File: src/rtl/motor_relu_stream.sv
// Pipelined streaming activation stage: per-lane ReLU / clipped ReLU / leaky ReLU / passthrough,
// two register stages, valid/ready with full backpressure. Optional counters under MOTOR_RELU_STAT_EN.

module motor_relu_lane #(
  parameter int                    W          = 16,
  parameter logic signed [W-1:0]   CLIP       = 16'sh0C00,
  parameter int                    LEAK_SHIFT = 3
) (
  input  logic signed [W-1:0] x,
  input  logic [1:0]          mode,
  output logic [W-1:0]        y
`ifdef MOTOR_RELU_STAT_EN
  ,output logic               is_zero,
  output logic                is_clip
`endif
);
  logic neg, nonpos;
  assign neg    = x[W-1];
  assign nonpos = neg || (x == '0);

  always_comb begin
    y = x;
    case (mode)
      2'd0: if (neg) y = '0;
      2'd1: begin
        if (nonpos)        y = '0;
        else if (x > CLIP) y = CLIP;
      end
      2'd2: if (neg) y = x >>> LEAK_SHIFT;
      default: y = x;
    endcase
  end

`ifdef MOTOR_RELU_STAT_EN
  // only negative inputs are actually forced; zero passes through unchanged
  assign is_zero = (mode == 2'd0 || mode == 2'd1) && neg;
  assign is_clip = (mode == 2'd1) && !nonpos && (x > CLIP);
`endif
endmodule

module motor_relu_stream #(
  parameter int                    W          = 16,
  parameter int                    FRAC       = 9,
  parameter int                    N_CH       = 3,
  parameter logic signed [W-1:0]   CLIP       = W'(6 << FRAC),
  parameter int                    LEAK_SHIFT = 3
) (
  input  logic                ap_clk,
  input  logic                ap_rst_n,
  input  logic [W*N_CH-1:0]   in_data,
  input  logic                in_valid,
  input  logic                in_last,
  output logic                in_ready,
  input  logic [1:0]          mode,
  output logic [W*N_CH-1:0]   out_data,
  output logic                out_valid,
  output logic                out_last,
  input  logic                out_ready
`ifdef MOTOR_RELU_STAT_EN
  ,input  logic               stat_clr,
  output logic [31:0]         stat_zero,
  output logic [31:0]         stat_clip
`endif
);
  localparam int STAGES = 2;

  logic [N_CH-1:0][W-1:0] lane_y, d1, d2;
  logic [STAGES:1]        vld_pipe;
  logic                   l1, l2;
  logic                   en1, en2, xfer_in;

  assign en2      = !vld_pipe[2] || out_ready;
  assign en1      = !vld_pipe[1] || en2;
  assign in_ready = en1;
  assign xfer_in  = in_valid && en1;

`ifdef MOTOR_RELU_STAT_EN
  logic [N_CH-1:0] lane_zero, lane_clip;
`endif

  for (genvar k = 0; k < N_CH; k++) begin : g_lane
    motor_relu_lane #(.W(W), .CLIP(CLIP), .LEAK_SHIFT(LEAK_SHIFT)) u_lane (
      .x    (in_data[k*W +: W]),
      .mode (mode),
      .y    (lane_y[k])
`ifdef MOTOR_RELU_STAT_EN
      ,.is_zero (lane_zero[k]),
      .is_clip  (lane_clip[k])
`endif
    );
  end

  always_ff @(posedge ap_clk) begin
    if (!ap_rst_n) begin
      vld_pipe <= '0;
      d1       <= '0;
      d2       <= '0;
      l1       <= 1'b0;
      l2       <= 1'b0;
    end else begin
      if (en1) vld_pipe[1] <= in_valid;
      if (xfer_in) begin
        d1 <= lane_y;
        l1 <= in_last;
      end
      if (en2) begin
        vld_pipe[2] <= vld_pipe[1];
        // a bubble only clears the valid bit; data/last hold their last value
        if (vld_pipe[1]) begin
          d2 <= d1;
          l2 <= l1;
        end
      end
    end
  end

  assign out_data  = d2;
  assign out_last  = l2;
  assign out_valid = vld_pipe[2];

`ifdef MOTOR_RELU_STAT_EN
  logic [6:0]  zero_cnt, clip_cnt;
  logic [32:0] zero_sum, clip_sum;

  always_comb begin
    zero_cnt = '0;
    clip_cnt = '0;
    for (int i = 0; i < N_CH; i++) begin
      zero_cnt = zero_cnt + 7'(lane_zero[i]);
      clip_cnt = clip_cnt + 7'(lane_clip[i]);
    end
    zero_sum = {1'b0, stat_zero} + 33'(zero_cnt);
    clip_sum = {1'b0, stat_clip} + 33'(clip_cnt);
  end

  always_ff @(posedge ap_clk) begin
    if (!ap_rst_n || stat_clr) begin
      stat_zero <= '0;
      stat_clip <= '0;
    end else if (xfer_in) begin
      stat_zero <= zero_sum[32] ? 32'hFFFF_FFFF : zero_sum[31:0];
      stat_clip <= clip_sum[32] ? 32'hFFFF_FFFF : clip_sum[31:0];
    end
  end
`endif
endmodule
File: config.mk
export PLATFORM = sky130hd
export DESIGN_NAME = motor_relu_stream
export DESIGN_NICKNAME = d
export VERILOG_FILES = /design/src/rtl/motor_relu_stream.sv
export SDC_FILE = /design/constraint.sdc
export NUM_CORES = 1
export LEC_CHECK = 0
export BUFFER_PORTS_ARGS = -buffer_cell sky130_fd_sc_hd__buf_2
export CAP_MARGIN = 0
export CORE_MARGIN = 2
export CORE_UTILIZATION = 53
export DETAILED_ROUTE_END_ITERATION = 8
export PLACE_DENSITY = 0.78
export SETUP_SLACK_MARGIN = 0.15
export SYNTH_ARGS = -nofsm -noshare
export SYNTH_HDL_FRONTEND = slang
export SYNTH_SLANG_ARGS = --single-unit
File: constraint.sdc
create_clock -name ap_clk -period 2.1 [get_ports ap_clk]
set_input_delay 0.42 -clock ap_clk [delete_from_list [all_inputs] [get_ports ap_clk]]
set_output_delay 0.42 -clock ap_clk [all_outputs]
set_load 0.02 [all_outputs]
==> metrics.md, run 1 <==
| Metric | Value |
|---|---|
| Status | `finished clean` |
| Top-level I/O count | `106` |
| Worst IR Drop VDD | `364 uV` |
| Root Buffer | `clkbuf_8` |
| Avg WL per Cell | `14.6 um` |
| Final hold vios | `0` |
| Cell family with most CP delay | `compound AO/OA/AOI/OAI gates` |
| Fmax | `575 MHz` |
| Area of the multi-input gates | `2240 um2` |
| Clock latency on the worst-skew pair | `360 ps` |
| Tightest Hold Check Type | `in2reg` |
| Critical Path RT | `2400 ps` |
| Core Region | `8130 um2` |
| Relative slew margins | `62.9%` |
| CTS Hold Bufs | `0` |
| # fillers | `725` |
| Power Density | `697 nW/um2` |
| Yosys warns | `0` |
| Detailed Place HPWL | `7.75 mm` |
| GRT Overall Usage | `24.2%` |
| Worst setup EP type | `flip-flop` |
| GR Overflow Total | `0` |
| Hold path start | `in_last` |
| Max Cap Viol | `0` |
| Worst Path Buf+Inv | `1` |
| Crit-path max FO | `13` |
| Setup crit start kind | `input port` |
| Tcrit/Tclk final | `82.8%` |
| Synth Area in Compound Gates | `30.3%` |
| Slowest cell on crit path | `a211oi_4` |
| Clock transition at path regs | `90 ps` |
| Commonest non-fill, non-tap cell in the layout | `nand2_1` |
| Yosys reg bits | `100` |
| ANT cells | `0` |
| Yosys cell types | `40` |
| Post-Synth Adder-Cell Area | `0%` |
| Die ar. | `9090 um2` |
| Largest family of logic cells by synthesized area | `compound AO/OA/AOI/OAI gates` |
| Unrepaired setup endpoints after global routing | `no` |
| CP peak stage delay | `490 ps` |
| Most frequent cells in the layout | `120 x nand2_1, 105 x buf_2, 100 x dfxtp_1` |
| Vias in the first global route | `3964` |
| GP Congestion | `0.891` |
| Nets | `682` |
| Antenna violations before repair | `0` |
| Pre-CTS setup slack | `-194 ps` |
| FF+latch area | `2000 um2` |
| Critical-path cell list | `buf_2 > or3_4 > o21ai_0 > nand4_1 > a211oi_4 > a221o_2` |
| Post-Synth Simple-Gate Area | `20.0%` |
| Post-synthesis area per instance | `8.38 um2` |
| Worst Slack Setup Final | `361 ps` |
| Mapped cell area | `4420 um2` |
| TritonCTS clock tree | `done` |
| Max Slew Vio Count | `0` |
| Number of antenna-violating nets in the routed design | `0` |
| Die width | `95.4 um` |
| Routed via count | `4212` |
| Synthesis-to-layout area growth | `19.6%` |
| Final setup vio count | `0` |
| WS Path Type | `in2reg` |
| Layout Cells excl Fill | `735` |
| IO Port Bufs | `105` |
| Global-route wire length before repair | `17.5 mm` |
| Worst Clk Skew | `7.39 ps` |
| Final min period | `1740 ps` |
| CTS buffer count | `9` |
| Drt first pass iters | `5` |
| Share of cells above drive strength 1 | `28.7%` |
| Max clock buf depth | `2` |
| FF-to-FF Start | `vld_pipe[2]` |
| Slew @ Worst Pin | `554 ps` |
| Syn Nets | `583` |
| Final Power | `3.69 mW` |
| Initial DRC Count | `160` |
| Htree depth | `3` |
| Xor/xnor cell area share of the yosys netlist | `0%` |
| Remaining routing DRC violations | `0` |
| Sequential element share of the synthesized area | `45.2%` |
| Leakage | `2.14 nW` |
| Vias per inst | `5.73` |
| DP Cell Count | `721` |
| Detailed Route WL | `10.8 mm` |
| CP startpoint | `in_data[44]` |
| Post-layout util | `65.1%` |
| Starting Density | `54.4%` |
| Cells after synthesis | `528` |
| Clock Sinks | `100` |
| Die height | `95.4 um` |
| Row count | `33` |
| CP arrival | `2040 ps` |
| Mux cell area share after synthesis | `0%` |
| Largest net degree at the start of global routing | `49` |
-- final timing paths --
path / to / slack (ps) / cells after the start
min: l1 / 310 / 3
min reg2reg: out_data[10] / 460 / 2
max: d1[36] / 360 / 6
max reg2reg: d1[36] / 410 / 5
-- area by class of cell --
cell class                 instances  area share [%]
clock buffer                      10            2.41
inverter                           4           0.284
timing repair buffer             129            13.6
sequential                       100            37.8
clock inverter                     4           0.993
multi-input combinational        383            42.4
tap                              105            2.48
-- worst min-delay path: cells and delay by family --
kind                   cells  cell delay (ps)
AO/OA/AOI/OAI              1               60
AND/OR/NAND/NOR            1               40
buffers and inverters      1              100
-- through the flow --
stage | hold slack [ps] | area, um2 | TNS (ps)
6_report | 311 | 5290 | 0
5_1_grt | 309 | 5290 | 0
4_1_cts | 302 | 5280 | 0
3_5_place_dp | 447 | 5100 | -2350
3_3_place_gp | 448 | 5100 | -2120
2_1_floorplan | 425 | 4420 | 0
-- registers in the layout, indices dropped and copies added, names as in the netlist --
name	count
out_data	48
l1	1
out_last	1
d1	48
vld_pipe	2
-- cells in the mapped netlist --
cell,count,area [um2]
a31oi_1,1,6.26
o21ai_0,30,150
nor3_1,1,5.00
buf_4,2,15.0
nand3_1,8,40.0
nand2_1,120,450
o211a_1,2,20.0
a221oi_1,4,35.0
o211ai_1,7,52.6
a22o_1,5,43.8
inv_1,4,15.0
o21a_1,1,7.51
nand4_1,3,18.8
nor2b_1,5,31.3
or3_4,1,11.3
or2_2,6,37.5
nor4b_1,1,8.76
or3_1,1,6.26
a21oi_1,29,145
buf_2,6,30.0
nor4_1,6,37.5
o41ai_1,1,8.76
a21boi_0,54,405
a22o_2,5,50.1
a221o_1,3,30.0
a221o_2,17,191
nor2_1,34,128
nor4b_2,2,30.0
and3_4,2,22.5
a211oi_2,3,37.5
nand3b_1,1,7.51
and2_1,5,31.3
buf_6,2,22.5
buf_1,2,7.51
o21ai_1,4,20.0
dfxtp_1,100,2000
nand2b_1,2,12.5
clkbuf_1,29,109
and2_0,1,6.26
a22oi_1,18,135
-- per-layer routing --
layer,GRT usage [%],wire [um],vias to the layer above
met5,0,0,-
met3,4.58,776,25
met1,30.3,4740,1957
li1,-,-,2068
met2,40.2,5000,162
met4,11.4,239,0
-- power by group --
| part | total, mW | internal [mW] | leakage (nW) | switching [mW] |
|---|---|---|---|---|
| combinational | 0.510 | 0.211 | 1.25 | 0.299 |
| clock | 1.16 | 0.538 | 0.0805 | 0.622 |
| sequential | 2.02 | 1.98 | 0.815 | 0.0425 |
| total | 3.69 | 2.73 | 2.14 | 0.964 |
-- what timing repair did --
item | 4_1_cts | 5_1_grt
gates resized for setup | 0 | 1
endpoints found under the setup margin | 0 | 13
hold endpoints to repair | 0 | 0
buffers inserted | 0 | 0
-- cells by family after synthesis --
logic type	count (synthesis)
compound gates	184
buf+inv	45
simple gates	199
flops	100
(Power assumes the default switching activity.)
==> run 2, diff against run 1 <==
Clock period 2.1 ns to 1.7 ns, I/O delays scaled along.
==> run 2 against run 1 <==
Critical endpoint is now d1[39]; design area up 12%; wire length up 12%; register-to-register slack worse by 270 ps; first-iteration DRC count up 69%; sequential cell count unchanged; global-route usage up 3.2 points.
==> metrics.md, run 2 (synthesized netlist as in run 1, its figures left out) <==
| Metric | Value |
|---|---|
| Detailed Route WL | `12.0 mm (+12%)` |
| Die width | `95.4 um (unchanged)` |
| Number of antenna-violating nets in the routed design | `0 (unchanged)` |
| Synthesis-to-layout area growth | `33.7%` |
| Crit path to | `d1[39]` |
| Worst IR Drop VDD | `482 uV (+32%)` |
| Clock latency on the worst-skew pair | `380 ps (+20 ps)` |
| Most frequent cells in the layout | `118 x nand2_1, 103 x buf_2, 98 x dfxtp_1` |
| Reg2Reg Depth | `6 (+1)` |
| Routed via count | `4510 (+7.1%)` |
| Global-route wire length before repair | `19.6 mm (+12%)` |
| Post-layout util | `72.7% (+7.7 points)` |
| Die ar. | `9090 um2 (unchanged)` |
| IO Port Bufs | `105 (unchanged)` |
| Vias in the first global route | `4320 (+9.0%)` |
| Fmax | `641 MHz` |
| Critical Path RT | `1960 ps (-440 ps)` |
| Initial DRC Count | `271 (+69%)` |
| Row count | `33 (unchanged)` |
| Tightest Hold Check Type | `in2reg` |
| Avg WL per Cell | `15.3 um (+4.7%)` |
| Final Power | `5.00 mW (+36%)` |
| Starting Density | `54.4% (unchanged)` |
| Clock transition at path regs | `100 ps (about the same)` |
| Max Cap Viol | `0 (unchanged)` |
| CP startpoint | `in_data[32]` |
| Antenna violations before repair | `0 (unchanged)` |
| Unrepaired setup endpoints after global routing | `yes` |
| Top-level I/O count | `106 (unchanged)` |
| Share of cells above drive strength 1 | `36.3% (+7.5 points)` |
| WS Path Type | `in2reg` |
| Power Density | `846 nW/um2 (+21%)` |
| Tcrit/Tclk final | `91.8%` |
| Vias per inst | `5.74 (+0.13%)` |
| Max clock buf depth | `2 (unchanged)` |
| GR Overflow Total | `0 (unchanged)` |
| Worst setup EP type | `flip-flop` |
| Layout Cells excl Fill | `786 (+6.9%)` |
| Leakage | `2.47 nW (+15%)` |
| Htree depth | `3 (unchanged)` |
| Clock Sinks | `100 (unchanged)` |
| Slew @ Worst Pin | `479 ps (-75.4 ps)` |
| ANT cells | `0 (unchanged)` |
| Nets | `731 (+7.2%)` |
| Remaining routing DRC violations | `0 (unchanged)` |
| Placed instance area | `5490 um2 (+7.6%)` |
| Status | `finished clean` |
| Final min period | `1560 ps` |
| Worst Clk Skew | `10.2 ps (+2.85 ps)` |
| GP Congestion | `0.854 (-4.1%)` |
| FF-to-FF Start | `vld_pipe[2]` |
| Relative slew margins | `68.1% (+5.1 points)` |
| Detailed Place HPWL | `8.20 mm (+5.7%)` |
| Final instance area | `5920 um2 (+12%)` |
| Core Region | `8130 um2 (unchanged)` |
| R2R setup slack | `140 ps (-270 ps)` |
| CP arrival | `1820 ps (-220 ps)` |
| Max Slew Vio Count | `0 (unchanged)` |
| GRT Overall Usage | `27.4% (+3.2 points)` |
| Setup crit start kind | `input port` |
| TritonCTS clock tree | `done` |
| Crit-path max FO | `6 (-7)` |
| CTS buffer count | `9 (unchanged)` |
| Root Buffer | `clkbuf_8` |
| Largest net degree at the start of global routing | `58 (+18%)` |
| DP Cell Count | `761 (+5.5%)` |
| Final hold vios | `0 (unchanged)` |
| Final setup vio count | `0 (unchanged)` |
| Drt first pass iters | `5 (unchanged)` |
| Die height | `95.4 um (unchanged)` |
| Commonest non-fill, non-tap cell in the layout | `nand2_1` |
| Crit Reg-Reg Endpoint | `d1[34]` |
run 2: per-layer routing:
metal	GRT usage [%]	share of wire (%)	vias up
met5	0	0	-
met1	33.0	42	2160
met2	47.5	50	154
li1	-	-	2173
met4	11.8	2.1	0
met3	5.22	5.8	23
run 2: critical path: stages:
cell and delay [ps]:
buf_2 120, nor4_4 270, nand3_2 140, buf_6 140, nor4b_4 260, a211oi_4 70
buf_6 140, a221o_2 330
run 2: how the worst min path moves through the flow:
stage	from	endpoint	slack [ps]	cells past startpoint
2_1_floorplan	d1[13]	d1[13]	420	2
3_3_place_gp	out_data[41]	out_data[41]	450	2
3_5_place_dp	out_data[45]	out_data[45]	460	2
4_1_cts	in_last	l1	230	3
5_1_grt	in_data[22]	d1[22]	240	2
6_report	in_data[22]	d1[22]	240	2
run 2: area by class of cell:
type                       count  area [um2]
clock buffer                  10         138
clock inverter                 6        95.1
timing repair buffer         178        1140
inverter                       4        15.0
multi-input combinational    383        2380
sequential                   100        2010
tap                          105         131
fill                         612        2220
run 2: stage by stage:
stage                     setup TNS (ps)  setup WS (ps)  hold slack (ps)
after global placement             -9180           -403              447
after floorplan                        0           76.8              424
after CTS                              0            111              227
after detailed placement          -10610           -488              455
after global routing                   0           90.0              242
final                                  0            139              236
run 2: power by group:
part	switching [mW]	leakage, nW	internal [mW]
logic	0.426	1.54	0.351
clock network	0.846	0.117	0.885
registers	0.0538	0.817	2.44
total	1.33	2.47	3.68
run 2: repair_timing:
| item | CTS | global route |
|---|---|---|
| pin swaps | 4 | 4 |
| buffers inserted | 4 | 5 |
| endpoints found under the setup margin | 36 | 41 |
| hold buffers | 0 | 0 |
| gates resized for setup | 11 | 17 |
